===== config.mk =====
export PLATFORM = sky130hd
export DESIGN_NAME = frame_location_buffer
export DESIGN_NICKNAME = d
export VERILOG_FILES = /design/src/rtl/frame_location_buffer.sv
export SDC_FILE = /design/constraint.sdc
export NUM_CORES = 1
export LEC_CHECK = 0
export CORE_MARGIN = 1
export CORE_UTILIZATION = 55
export DETAILED_ROUTE_END_ITERATION = 12
export GPL_ROUTABILITY_DRIVEN = 1
export PLACE_DENSITY = 0.87
export RECOVER_POWER = 100
export SYNTH_ARGS = -nofsm -noshare
export SYNTH_HDL_FRONTEND = slang
export SYNTH_SLANG_ARGS = --single-unit

===== constraint.sdc =====
create_clock -name vclock -period 3.1 [get_ports vclock]
set_input_delay 0.465 -clock vclock [delete_from_list [all_inputs] [get_ports vclock]]
set_output_delay 0.465 -clock vclock [all_outputs]
set_load 0.05 [all_outputs]

===== src/rtl/frame_location_buffer.sv =====
// Frame-synchronous location/orientation buffer feeding the VGA display writer.
// Optional averaging of same-angle location samples is enabled with `define LOC_FILTER_EN.
module frame_location_buffer #(
  parameter int unsigned DEPTH          = 4,
  parameter int unsigned STALE_FRAMES   = 60,
  parameter logic [11:0] RESET_LOCATION = 12'h000
) (
  input  logic        vclock,
  input  logic        reset,
  input  logic        vsync,
  input  logic [11:0] loc_in,
  input  logic        loc_valid,
  output logic        loc_ready,
  input  logic [5:0]  orient_in,
  input  logic        orient_valid,
  output logic [11:0] location,
  output logic [5:0]  orientation,
  output logic        new_data,
  output logic        orientation_ready,
  output logic        stale,
  output logic        overflow
);

  localparam int unsigned LOC_W   = 12;
  localparam int unsigned ORI_W   = 6;
  localparam int unsigned PTR_W   = $clog2(DEPTH);
  localparam int unsigned CNT_W   = PTR_W + 1;
  localparam int unsigned STALE_W = 8;

  logic                vsync_d_q;
  logic                frame_tick_c;
  logic [LOC_W-1:0]    mem_q [DEPTH];
  logic [PTR_W-1:0]    wr_ptr_q, rd_ptr_q;
  logic [CNT_W-1:0]    count_q, count_d;
  logic                push_c, pop_c;
  logic [LOC_W-1:0]    head_c, commit_val_c;
  logic [STALE_W-1:0]  stale_cnt_q, stale_cnt_d;
  logic [LOC_W-1:0]    location_q;
  logic [ORI_W-1:0]    orientation_q, shadow_q;
  logic                pending_q, orient_rdy_q, new_data_q, stale_q, overflow_q;

  // Handshake, FIFO occupancy and frame tick
  always_comb begin
    frame_tick_c = vsync_d_q & ~vsync;
    loc_ready    = (count_q != CNT_W'(DEPTH));
    push_c       = loc_valid & loc_ready;
    pop_c        = frame_tick_c & (count_q != '0);
    head_c       = mem_q[rd_ptr_q];
    count_d      = count_q;
    if (push_c && !pop_c)      count_d = count_q + CNT_W'(1);
    else if (pop_c && !push_c) count_d = count_q - CNT_W'(1);
  end

  // Empty frames age the position; a commit makes it fresh again
  always_comb begin
    stale_cnt_d = stale_cnt_q;
    if (pop_c)
      stale_cnt_d = '0;
    else if (frame_tick_c && (stale_cnt_q != STALE_W'(STALE_FRAMES)))
      stale_cnt_d = stale_cnt_q + STALE_W'(1);
  end

`ifdef LOC_FILTER_EN
  logic       committed_q;
  logic [8:0] dist_sum_c;

  // Average distance with the displayed sample when the angle is unchanged
  always_comb begin
    dist_sum_c   = {1'b0, head_c[7:0]} + {1'b0, location_q[7:0]};
    commit_val_c = head_c;
    if (committed_q && (head_c[11:8] == location_q[11:8]))
      commit_val_c = {head_c[11:8], dist_sum_c[8:1]};
  end

  always_ff @(posedge vclock or negedge reset) begin
    if (!reset)     committed_q <= 1'b0;
    else if (pop_c) committed_q <= 1'b1;
  end
`else
  always_comb begin
    commit_val_c = head_c;
  end
`endif

  // Sample storage; contents are don't-care once the pointers are reset
  always_ff @(posedge vclock) begin
    if (push_c) mem_q[wr_ptr_q] <= loc_in;
  end

  always_ff @(posedge vclock or negedge reset) begin
    if (!reset) begin
      vsync_d_q     <= 1'b0;
      wr_ptr_q      <= '0;
      rd_ptr_q      <= '0;
      count_q       <= '0;
      stale_cnt_q   <= '0;
      stale_q       <= 1'b0;
      location_q    <= RESET_LOCATION;
      new_data_q    <= 1'b0;
      overflow_q    <= 1'b0;
      shadow_q      <= '0;
      pending_q     <= 1'b0;
      orientation_q <= '0;
      orient_rdy_q  <= 1'b0;
    end else begin
      vsync_d_q   <= vsync;
      count_q     <= count_d;
      stale_cnt_q <= stale_cnt_d;
      stale_q     <= (stale_cnt_d == STALE_W'(STALE_FRAMES));
      new_data_q  <= pop_c;
      if (push_c) wr_ptr_q <= wr_ptr_q + PTR_W'(1);
      if (pop_c) begin
        rd_ptr_q   <= rd_ptr_q + PTR_W'(1);
        location_q <= commit_val_c;
      end
      if (loc_valid && !loc_ready) overflow_q <= 1'b1;
      // Commit uses the pre-edge shadow; a coincident strobe waits a frame
      if (orient_valid) shadow_q <= orient_in;
      if (frame_tick_c && pending_q) begin
        orientation_q <= shadow_q;
        orient_rdy_q  <= 1'b1;
      end
      pending_q <= orient_valid | (pending_q & ~frame_tick_c);
    end
  end

  assign location          = location_q;
  assign orientation       = orientation_q;
  assign new_data          = new_data_q;
  assign orientation_ready = orient_rdy_q;
  assign stale             = stale_q;
  assign overflow          = overflow_q;

endmodule


[Word level (Yosys, flattened, before mapping)]
Memory sizes are Yosys's and may differ from the RTL's. A register that Yosys moved wholly into a read port is not among the register bits.
Cells that the tools add are included.
Operators by class
  add/subtract/negate cells: 5
  eq/ne operators: 3
  muxes and demuxes: 6
  bitwise gates (word level): 7
  reduce and logical (&&, ||, !) cells: 11
Operators by type and width (number)
  $mux W8: 2
  $add A8 B1 Y8 const B: 1
  $eq A8 B6 Y1 const B: 1
  $ne A8 B6 Y1 const B: 1
  $mux W3: 2
  $logic_and A1 B1 Y1: 5
  $add A2 B1 Y2 const B: 2
  $and A1 B1 Y1: 4
  $logic_not A1 Y1: 4
  $add A3 B1 Y3 const B: 1
  $ne A3 B3 Y1 const B: 1
  $reduce_bool A3 Y1: 1
  $sub A3 B1 Y3 const B: 1
  $mux W1: 2
  $not A1 Y1: 2
  $reduce_bool A2 Y1: 1
  $or A1 B1 Y1: 1
Storage, ports and cells
  bits in registers: 33
  bits in writable memories: 48
  bits of input ports: 23
  output and inout port bits: 23
  logic and storage cells: 45
  memories: 1
Memory list
  mem_q: depth 4, bits a word 12, read ports 1, clocked after memory_dff 1, wr ports 1, RTL line 32  | logic [LOC_W-1:0] mem_q [DEPTH];

[Logic depth before layout (Yosys ltp)]
  depth in word-level cells: 6
  mapped depth: 12
  mapped depth without buffers: 9

[Worst setup path after synthesis]
OpenSTA, ideal clock, no wires.
  kind: reg2reg
  start point: reg count_q[0]
  end point: reg count_q[1]
  arrival: 2186 ps
  setup slack: 790 ps
  cell stages (with the launch flop): 8
  buffers on the path: 0
  period minus slack after synthesis: 2310 ps
  cells stage by stage: dfrtp_1 nor2_1 nand2_1 and2_0 ha_1 inv_1 fa_1 mux2_2
RTL lines
  start, declared: RTL line 34  | logic [CNT_W-1:0] count_q, count_d;
  start signal, assigned: RTL line 107  | count_q <= count_d;
  $ne A3 B3 Y1: RTL line 45  | loc_ready = (count_q != CNT_W'(DEPTH));
  named net loc_ready: RTL line 13  | output logic loc_ready,
  $and A1 B1 Y1: RTL line 46  | push_c = loc_valid & loc_ready;
  named net push_c: RTL line 35  | logic push_c, pop_c;
  $logic_and A1 B1 Y1: RTL line 50  | if (push_c && !pop_c) count_d = count_q + CNT_W'(1);
  $mux W3: RTL line 50
  named net count_d[1]: RTL line 34
The timed path passes the listed nets, and every way through them passes these cells. The select of a mux whose other input is x is not followed.
A chain may end at the register's enable or synchronous reset.

[Final worst setup path]
  start point: in vsync
  end point: reg count_q[1]
On the way
  longest elaborated chain between the ends: 6
RTL lines
  start, declared: RTL line 10  | input logic vsync,
  $not A1 Y1: RTL line 44  | frame_tick_c = vsync_d_q & ~vsync;
  $and A1 B1 Y1: RTL line 44
  $and A1 B1 Y1: RTL line 47  | pop_c = frame_tick_c & (count_q != '0);
  $logic_not A1 Y1: RTL line 50
  $logic_and A1 B1 Y1: RTL line 50
  $mux W3: RTL line 50
  named net count_d[1]: RTL line 34
The timed path passes the listed nets, and every way through them passes these cells.

==> run summary <==
====================================================================================================
Number of distinct library cells after synthesis                                                  35
Peak supply drop                                                                            0.428 mV
Maximum number of pins on one net before global-route repair                                      46
Antenna cells                                                                                      0
Net Count, Synth                                                                                 243
Die outline height                                                                           84.1 µm
Setup_tns                                                                                       0 ps
Initial standard-cell utilization of the core                                                  57.8%
Setup repair after global routing missed its margin                                            false
Wirelength per Cell                                                                          17.0 µm
Overall track demand over capacity in global routing                                           18.5%
IO Pins                                                                                           46
Largest fanout on the critical path                                                                7
Final weighted congestion of routability-driven global placement                               0.808
H-tree depth                                                                                       3
FILL cells                                                                                       407
Global-route wire length before repair                                                       9610 µm
Total power density per cell area                                                         896 nW/µm²
Vias in the first global route                                                                  1911
Share of layout cells above drive strength 1                                                   21.3%
Number of port buffers                                                                            45
Fin crit share                                                                                 78.2%
Clock Sink Count                                                                                  93
Vias after detailed routing                                                                     1921
GRT overflow                                                                                       0
Maximum single-stage delay on the critical path                                               590 ps
Flop and latch count out of synthesis                                                             93
Net count, final                                                                                 293
Endpoint kind of the worst setup timing path                                                    flop
Non-filler cells in the finished layout                                                          344
Detailed Routing Iterations Pass 1                                                                 8
Vias per cell                                                                                   5.58
Static leakage                                                                               1.70 nW
CP max-delay cell                                                                       sky130_fd_sc_hd__dlygate4sd3_1
Width of the chip                                                                            84.1 µm
Synthesized area divided by synthesized cell count                                          17.5 µm²
Required time of the worst setup path                                                        3350 ps
Final worst path period need                                                                 2420 ps
Worst setup path class                                                                  input pin to flop
Number of instances resized during post-cts repair                                                 0
Cell count after synthesis                                                                       212
Cell row count                                                                                    29
Outcome                                                                                 finished with violations
Worst clock skew on the final layout                                                         5.75 ps
Worst max-slew margin expressed relative to the limit                                         -61.7%
DRC errors left                                                                                    2
Data arrival time of the worst path                                                          2670 ps
Post-CTS Setup Bufs                                                                                0
Series of cell instances along the critical path                                        dlygate4sd3_1, nor2b_1, clkbuf_1, o31a_1, inv_1, ha_1, inv_1, fa_1, mux2_2
Total count of hold-check failures in the final report                                             0
Violated checks                                                                         DRC, capacitance limit, slew limit
Number of synthesis warnings                                                                       0
CTS Buf Count                                                                                      9
Remaining number of nets flagged by the antenna check after routing                                0
Die area                                                                                    7080 µm²
Highest clock rate                                                                           413 MHz
Netlist Area Pre-Place                                                                      3710 µm²
Final Max Tran Viols                                                                              46
Routed Wire Length                                                                           5840 µm
Clock-pin slew reported for the worst setup and hold paths after clock tree synthesis          80 ps
Clock root buffer master                                                                sky130_fd_sc_hd__clkbuf_8
Layout overhead on the synthesized area                                                        19.0%
Register-to-Register Setup Slack                                                              880 ps
Type of element launching the critical path                                                input pin
Most used cell, CP                                                                      sky130_fd_sc_hd__inv_1
Number of flops mapped to enable cells by yosys                                                   48
Post-synth ARST share                                                                          48.4%
Number of buffers and inverters on the critical path                                               4
Placeable core region                                                                       6420 µm²
CTS tree                                                                                       built
DPL Wire Length                                                                              3700 µm
Buffer levels on the longest clock path                                                            2
1st-iter DRT viols                                                                               140
Worst Hold Class                                                                        flop to flop
End-of-flow core utilization                                                                   68.8%
Cells after DPL                                                                                  328
# setup viols final                                                                                0
Worst path top cell family by delay                                                     buffers and inverters
Skew-Pair Late Insertion Delay                                                                350 ps
Hold-fix buffers, CTS                                                                              0
Power Total                                                                                0.00396 W
Sequential-to-total area share from yosys stat                                                 69.2%
Prevailing post-synth register cell                                                     sky130_fd_sc_hd__edfxtp_1
Measured slew at the worst slew-check pin                                                    2430 ps
Max cap viols                                                                                      1
Initial antenna violation count                                                                    0
====================================================================================================
cells in the final DEF, fill, tap and decap left out, drive strengths merged, types with 2 or more instances in the layout:
cell type | Yosys | final
and3 | 7 | 7
clkbuf | 2 | 13
clkdlybuf4s50 | 0 | 6
clkinv | 0 | 3
dfrtp | 45 | 45
dlygate4sd3 | 0 | 38
edfxtp | 48 | 48
ha | 7 | 7
inv | 7 | 7
mux2 | 25 | 25
mux2i | 2 | 2
mux4 | 12 | 12
nand2 | 6 | 6
nand4 | 2 | 2
nor2 | 9 | 9
nor3 | 3 | 3
o211ai | 2 | 2
o21ai | 4 | 4
xnor2 | 6 | 6
xor2 | 5 | 5
cells in the mapped netlist, types with 2 or more instances:
library cell	instances	area, µm²
sky130_fd_sc_hd__dfrtp_1	45	1130
sky130_fd_sc_hd__clkbuf_1	2	7.51
sky130_fd_sc_hd__xnor2_1	6	52.6
sky130_fd_sc_hd__edfxtp_1	48	1440
sky130_fd_sc_hd__nor3_1	2	10.0
sky130_fd_sc_hd__and3_1	7	43.8
sky130_fd_sc_hd__nand2_1	6	22.5
sky130_fd_sc_hd__o21ai_1	2	10.0
sky130_fd_sc_hd__mux4_2	12	270
sky130_fd_sc_hd__nor2_1	9	33.8
sky130_fd_sc_hd__nand4_1	2	12.5
sky130_fd_sc_hd__o211ai_1	2	15.0
sky130_fd_sc_hd__ha_1	7	87.6
sky130_fd_sc_hd__inv_1	7	26.3
sky130_fd_sc_hd__mux2_2	25	282
sky130_fd_sc_hd__mux2i_1	2	20.0
sky130_fd_sc_hd__buf_2	6	30.0
sky130_fd_sc_hd__xor2_1	5	43.8
flip-flops by register name (all words and copies together), names as in the netlist, 2 cells and up:
name and flops:
orientation 6, location 12, count_q 3, mem_q 48, stale_cnt_q 8, shadow_q 6
rd_ptr_q 2, wr_ptr_q 2
routing by layer:
metal  vias up  part of all wire, %  track usage [%]
met5         -                    0                0
met4         0                  2.5             10.8
met3        10                  4.1             3.54
met2        46                   50             28.4
met1       978                   43             25.1
li1        887                    -                -
kinds of logic (layout without fill, tap and decap cells):
family          count (synthesis)  after routing  synth area share, %
xor+xnor                       11             11                 2.60
fa+ha+maj                       8              8                 2.90
simple gates                   35             35                 6.00
flops                          93             93                 69.2
buf+inv                        15             70                 1.72
mux                            39             39                 15.4
compound gates                 11             11                 2.19
worst paths after layout:
kind                                startpoint              to  cells after the start
worst max-delay path                     vsync      count_q[1]                      9
worst min-delay path                  overflow        overflow                      1
worst max register to register  stale_cnt_q[0]           stale                      7
worst min register to register        overflow        overflow                      1
max in group asynchronous                reset     location[4]                      1
min in group asynchronous                reset  stale_cnt_q[6]                      1
final cells by class:
type                            count  area (µm²)  area share, %
Multi-Input combinational cell    104        1060           24.0
Clock inverter                      5        58.8           1.33
Timing Repair Buffer               47         455           10.3
Clock buffer                       11         151           3.43
Inverter                            7        26.3          0.595
Sequential cell                    93        2570           58.1
Tap cell                           77        96.3           2.18
stage by stage:
step	hold slack [ps]	cell area, µm²	worst slack (ps)
2_1_floorplan	169	3710	790
6_report	472	4420	677
4_1_cts	302	4440	739
3_3_place_gp	450	4230	635
5_1_grt	484	4420	368
3_5_place_dp	459	4230	534
where the power goes:
group,total [W],leakage (nW),internal [W],switching [W]
Combinational,0.00130,0.615,0.000550,0.000747
Sequential,0.00183,0.980,0.00162,0.000216
Clock,0.000825,0.103,0.000417,0.000408
Note: power is estimated with default switching activity, not from simulation.
